===== src/rtl/rvj1_pkg.sv =====
// rvj1_pkg: shared widths and write-back request type for the rvj1 core
package rvj1_pkg;
  localparam int REG_ADDR_WIDTH = 5;
  localparam int XLEN = 32;
  typedef struct packed {
    logic [REG_ADDR_WIDTH-1:0] addr;
    logic [XLEN-1:0] data;
  } wb_req_t;
endpackage


===== src/rtl/rr_pick.sv =====
// rr_pick: combinational round-robin pick of the first set request at or after ptr
module rr_pick #(
  parameter int N = 3,
  parameter int IW = $clog2(N)
) (
  input  logic [N-1:0]  req,
  input  logic [IW-1:0] ptr,
  output logic [N-1:0]  gnt,
  output logic [IW-1:0] idx
);
  logic [IW-1:0] j;
  // scan farthest-first so the candidate nearest ptr is assigned last and wins
  always_comb begin
    gnt = '0;
    idx = '0;
    j = '0;
    for (int k = N - 1; k >= 0; k--) begin
      j = IW'((int'(ptr) + k) % N);
      if (req[j]) begin
        gnt = '0;
        gnt[j] = 1'b1;
        idx = j;
      end
    end
  end
endmodule


===== src/rtl/rf_wb_arbiter.sv =====
// rf_wb_arbiter: round-robin sharing of the regfile write port among write-back sources
module rf_wb_arbiter
  import rvj1_pkg::*;
#(
  parameter int N_REQ = 3,
  parameter int DATA_WIDTH = XLEN,
  parameter int ADDR_WIDTH = REG_ADDR_WIDTH
) (
  input  logic                        clk,
  input  logic                        rst,
  input  logic [N_REQ-1:0]            req_valid,
  input  logic [N_REQ*ADDR_WIDTH-1:0] req_addr,
  input  logic [N_REQ*DATA_WIDTH-1:0] req_data,
  output logic [N_REQ-1:0]            req_ready,
  input  logic                        hold,
  output logic                        rf_we,
  output logic [ADDR_WIDTH-1:0]       rf_waddr,
  output logic [DATA_WIDTH-1:0]       rf_wdata,
  output logic [N_REQ-1:0]            last_grant
);
  localparam int IW = $clog2(N_REQ);
  logic [IW-1:0] ptr, idx;
  logic [N_REQ-1:0] gnt;
  logic xfer;
  logic [ADDR_WIDTH-1:0] win_addr;
  logic [DATA_WIDTH-1:0] win_data;
  rr_pick #(.N(N_REQ)) u_pick (
    .req (rst || hold ? '0 : req_valid),
    .ptr (ptr),
    .gnt (gnt),
    .idx (idx)
  );
  always_comb begin
    req_ready = gnt;
    xfer = |gnt;
    win_addr = req_addr[int'(idx)*ADDR_WIDTH +: ADDR_WIDTH];
    win_data = req_data[int'(idx)*DATA_WIDTH +: DATA_WIDTH];
  end
  always_ff @(posedge clk) begin
    if (rst) begin
      ptr <= '0;
      rf_we <= 1'b0;
      rf_waddr <= '0;
      rf_wdata <= '0;
      last_grant <= '0;
    end else begin
      rf_we <= xfer && (win_addr != '0);
      if (xfer) begin
        ptr <= (int'(idx) == N_REQ - 1) ? '0 : idx + 1'b1;
        rf_waddr <= win_addr;
        rf_wdata <= win_data;
        last_grant <= gnt;
      end
    end
  end
endmodule


===== config.mk =====
export PLATFORM = sky130hd
export DESIGN_NAME = rf_wb_arbiter
export DESIGN_NICKNAME = d
export VERILOG_FILES = /design/src/rtl/rvj1_pkg.sv /design/src/rtl/rr_pick.sv /design/src/rtl/rf_wb_arbiter.sv
export SDC_FILE = /design/constraint.sdc
export NUM_CORES = 1
export LEC_CHECK = 0
export ABC_CLOCK_PERIOD_IN_PS = 2800
export CORE_MARGIN = 8
export CORE_UTILIZATION = 39
export CTS_CLUSTER_DIAMETER = 50
export DETAILED_ROUTE_END_ITERATION = 6
export PLACE_DENSITY = 0.82
export SLEW_MARGIN = 15
export SYNTH_ARGS = -nofsm -noshare
export SYNTH_HDL_FRONTEND = slang
export SYNTH_SLANG_ARGS = --single-unit
export TNS_END_PERCENT = 5

===== constraint.sdc =====
create_clock -name clk -period 2.8 [get_ports clk]
set_input_delay 0.56 -clock clk [delete_from_list [all_inputs] [get_ports clk]]
set_output_delay 0.56 -clock clk [all_outputs]
set_load 0.01 [all_outputs]

==> impl_metrics.sql, run 1 <==
INSERT INTO impl_metrics (metric_group, metric, value, unit) VALUES
('die', 'die_w', '101', 'µm'),
('route', 'drt_first_pass_iters', '4', ''),
('setup_path', 'worstPathBufferInverterCount', '3', ''),
('setup_path', 'timing.critical_path.to_type', 'primary output', ''),
('setup_path', 'critical_path_cell_with_the_highest_stage_delay', 'dfxtp_1', ''),
('final_layout', 'regArea', '865', 'µm²'),
('route', 'detail_route.wl_per_cell', '17.5', 'µm'),
('power', 'power.static_leakage', '0.00182', 'µW'),
('global_routing', 'grt_use_total', '19.5', '%'),
('power', 'design_power_total', '1800', 'µW'),
('global_routing', 'grt_first_pass_wirelength', '16000', 'µm'),
('final_layout', 'fillerInstances', '604', ''),
('setup_path', 'worstSetupPathType', 'reg2out', ''),
('logic_synthesis', 'yosys_warnings', '0', ''),
('clock_tree', 'clock_edge_transition_at_the_registers_on_the_reported_setup_and_hold_paths', '80', 'ps'),
('setup_path', 'cpPeakStageDelay', '340', 'ps'),
('global_routing', 'first_global_vias', '3238', ''),
('logic_synthesis', 'postSynth.asyncResetShare', '0', '%'),
('final_layout', 'area_delta_synth_final', '69.5', '%'),
('clock_tree', 'cts-root-buf', 'clkbuf_8', ''),
('logic_synthesis', 'syn-instance-count', '302', ''),
('logic_synthesis', 'post_synth.cell_area_avg', '9.33', 'µm²'),
('setup_path', 'crit_path_launch_type', 'flop', ''),
('clock_tree', 'ctsHtreeMaxLevel', '2', ''),
('status', 'outcome', 'finished, final reports clean', ''),
('route', 'route.vias.total', '3041', ''),
('die', 'floorplan.rows', '31', ''),
('sta', 'clock.fmax', '0.370', 'GHz'),
('global_routing', 'gr-usage-met2', '33.9', '%'),
('flow_run', 'max_cap_viol', '0', ''),
('hold_path', 'min_path_type', 'reg2reg', ''),
('final_layout', 'final_core_util', '66.9', '%'),
('route', 'postRouteWirelength', '10100', 'µm'),
('final_layout', 'antenna_cells_inserted', '0', ''),
('place', 'gp_congestion', '0.929', ''),
('clock_tree', 'clock_tree_from_tritoncts', 'done', ''),
('clock_tree', 'clock_buffers_created_by_tritoncts', '5', ''),
('global_routing', 'grt_most_used_layer', 'met2', ''),
('final_layout', 'finalNonFillerCells', '578', ''),
('die', 'dieHeight', '101', 'µm'),
('global_routing', 'grt_antenna_before_repair', '0', ''),
('final_layout', 'proportion_of_layout_cells_with_a_drive_suffix_above_1', '24.6', '%'),
('route', 'first_iter_violations', '161', ''),
('clock_tree', 'cts_hold_buf', '0', ''),
('route', 'drc', '0', ''),
('final_layout', 'finish.net_count', '600', ''),
('logic_synthesis', 'ys_seq_area_share', '30.6', '%'),
('final_layout', 'final_cell_mix', 'clkdlybuf4s50_1, nand2_1, dfxtp_1, buf_4, a22oi_1', ''),
('logic_synthesis', 'synth.distinct_cells', '47', ''),
('logic_synthesis', 'cell_area_after_technology_mapping', '2820', 'µm²'),
('sta', 'fin_clk_skew', '7.84', 'ps'),
('setup_path', 'critical-path-top-cell-by-count', 'buf_4', ''),
('logic_synthesis', 'synth_nets', '423', ''),
('place', 'detailedPlacementHpwl', '8130', 'µm'),
('setup_path', 'cp_top_family', 'buffers and inverters', ''),
('sta', 'final_setup_vio_count', '0', ''),
('die', 'die_footprint', '10200', 'µm²'),
('clock_tree', 'cts_buffer_depth', '2', ''),
('sta', 'finalCritPeriodShare', '96.4', '%'),
('power', 'largest_vdd_supply_drop', '208', 'µV'),
('final_layout', 'layout.cells.most_common', 'clkdlybuf4s50_1', ''),
('sta', 'maxSlewHeadroom', '56.7', '%'),
('clock_tree', 'clkSinkCount', '43', ''),
('setup_path', 'crit_required', '2240', 'ps'),
('route', 'final_antenna_net_count', '0', ''),
('global_routing', 'use_met1', '21.1', '%'),
('setup_path', 'ordered_list_of_cells_on_the_worst_path', 'buf_4 > ha_4 > mux2i_1 > o21ai_2 > buf_4 > a211o_1 > and3_1 > dlygate4sd2_1', ''),
('logic_synthesis', 'ys_seq_elements', '43', ''),
('clock_tree', 'worst_skew_pair.late_latency', '300', 'ps'),
('logic_synthesis', 'number_of_synthesized_flops_with_an_enable_pin', '0', ''),
('setup_path', 'minimum_setup_slack_among_reg_to_reg_paths', '370', 'ps');
[state kept, by name (all words and copies together), names as in the netlist]
register    cells
rf_wdata       32
rf_waddr        5
last_grant      3
ptr             2
rf_we           1
[synth_stat cells (3+ instances only)]
cell      count  area share [%]
ha_1          4             1.8
nor2_1       12             1.6
nand3b_1      3            0.80
and3_1        8             1.8
buf_2        10             1.8
nand2_1      42             5.6
o21ai_1       3            0.53
nor2_2       27             6.0
a21oi_1       7             1.2
a211o_1       7             2.2
mux2i_1       4             1.4
a311oi_2     29              15
dfxtp_1      43              31
nor3_1        3            0.53
clkbuf_1      3            0.40
buf_6        11             4.4
nand3_1       8             1.4
a22oi_1      30             8.0
a211oi_1      8             2.1
inv_1         7            0.93
[per-stage QoR]
stage | setup TNS [ps] | hold slack, ps | setup WS, ps | instance area, µm²
floorplan | 0 | 465 | 351 | 2820
global placement | -2820 | 450 | -269 | 4610
detailed placement | -4340 | 463 | -315 | 4610
CTS | -135 | 476 | -135 | 4720
global route | -16.3 | 489 | -16.3 | 4780
finish | 0 | 475 | 101 | 4780
[final timing paths]
kind / from / endpoint / cells after the start
worst max register to register: ptr[0]$_SDFFE_PP0P_ / rf_we$_SDFF_PP0_ / 10
worst max-delay path: ptr[0]$_SDFFE_PP0P_ / req_ready[2] / 8
worst min-delay path: last_grant[1]$_SDFFE_PP0P_ / last_grant[1]$_SDFFE_PP0P_ / 2
worst min register to register: last_grant[1]$_SDFFE_PP0P_ / last_grant[1]$_SDFFE_PP0P_ / 2
[worst min-delay path: stages, from the launching register on]
cell,delay (ps)
dfxtp_1,320
inv_1,50
o41ai_1,60
[power breakdown]
group,internal (µW),switching (µW),total (µW)
combinational,374,265,639
sequential,659,30.2,689
clock,262,208,469
total,1290,503,1800
[routing by layer]
metal	part of all wire (%)	wire, µm	up-vias
li1	-	-	1482
met1	39	3970	1422
met2	49	4970	121
met3	9.5	964	16
met4	2.0	204	0
met5	0	0	-
[cells by family (layout without fill, tap and decap cells)]
logic type / Yosys count / after routing / synth area share [%]
muxes: 4 / 4 / 1.42
and+or+nand+nor: 112 / 112 / 20.4
adders and majority gates: 4 / 4 / 1.78
AOI/OAI and AO/OA: 103 / 103 / 36.0
DFF: 43 / 43 / 30.6
buffers and inverters: 36 / 213 / 9.90
[repair_timing]
| action | CTS | global route |
|---|---|---|
| pin swaps | 1 | 3 |
| endpoints found under the setup margin | 3 | 3 |
| gates resized for setup | 7 | 10 |
| buffers inserted | 0 | 2 |
[final cells by class]
cell class,count,share of cell area (%)
clock inverter,1,0.629
tap,99,2.59
multi-input combinational,223,36.1
sequential,43,18.1
timing repair buffer,199,40.5
clock buffer,6,1.52
inverter,7,0.550
Power figures use the tool's default switching activity.
==> inputs of run 2 (changes only) <==
CAP_MARGIN = 20   (was default)
==> results of run 2 <==
Same layout as run 1: the final DEF is identical, and so are final timing and power.
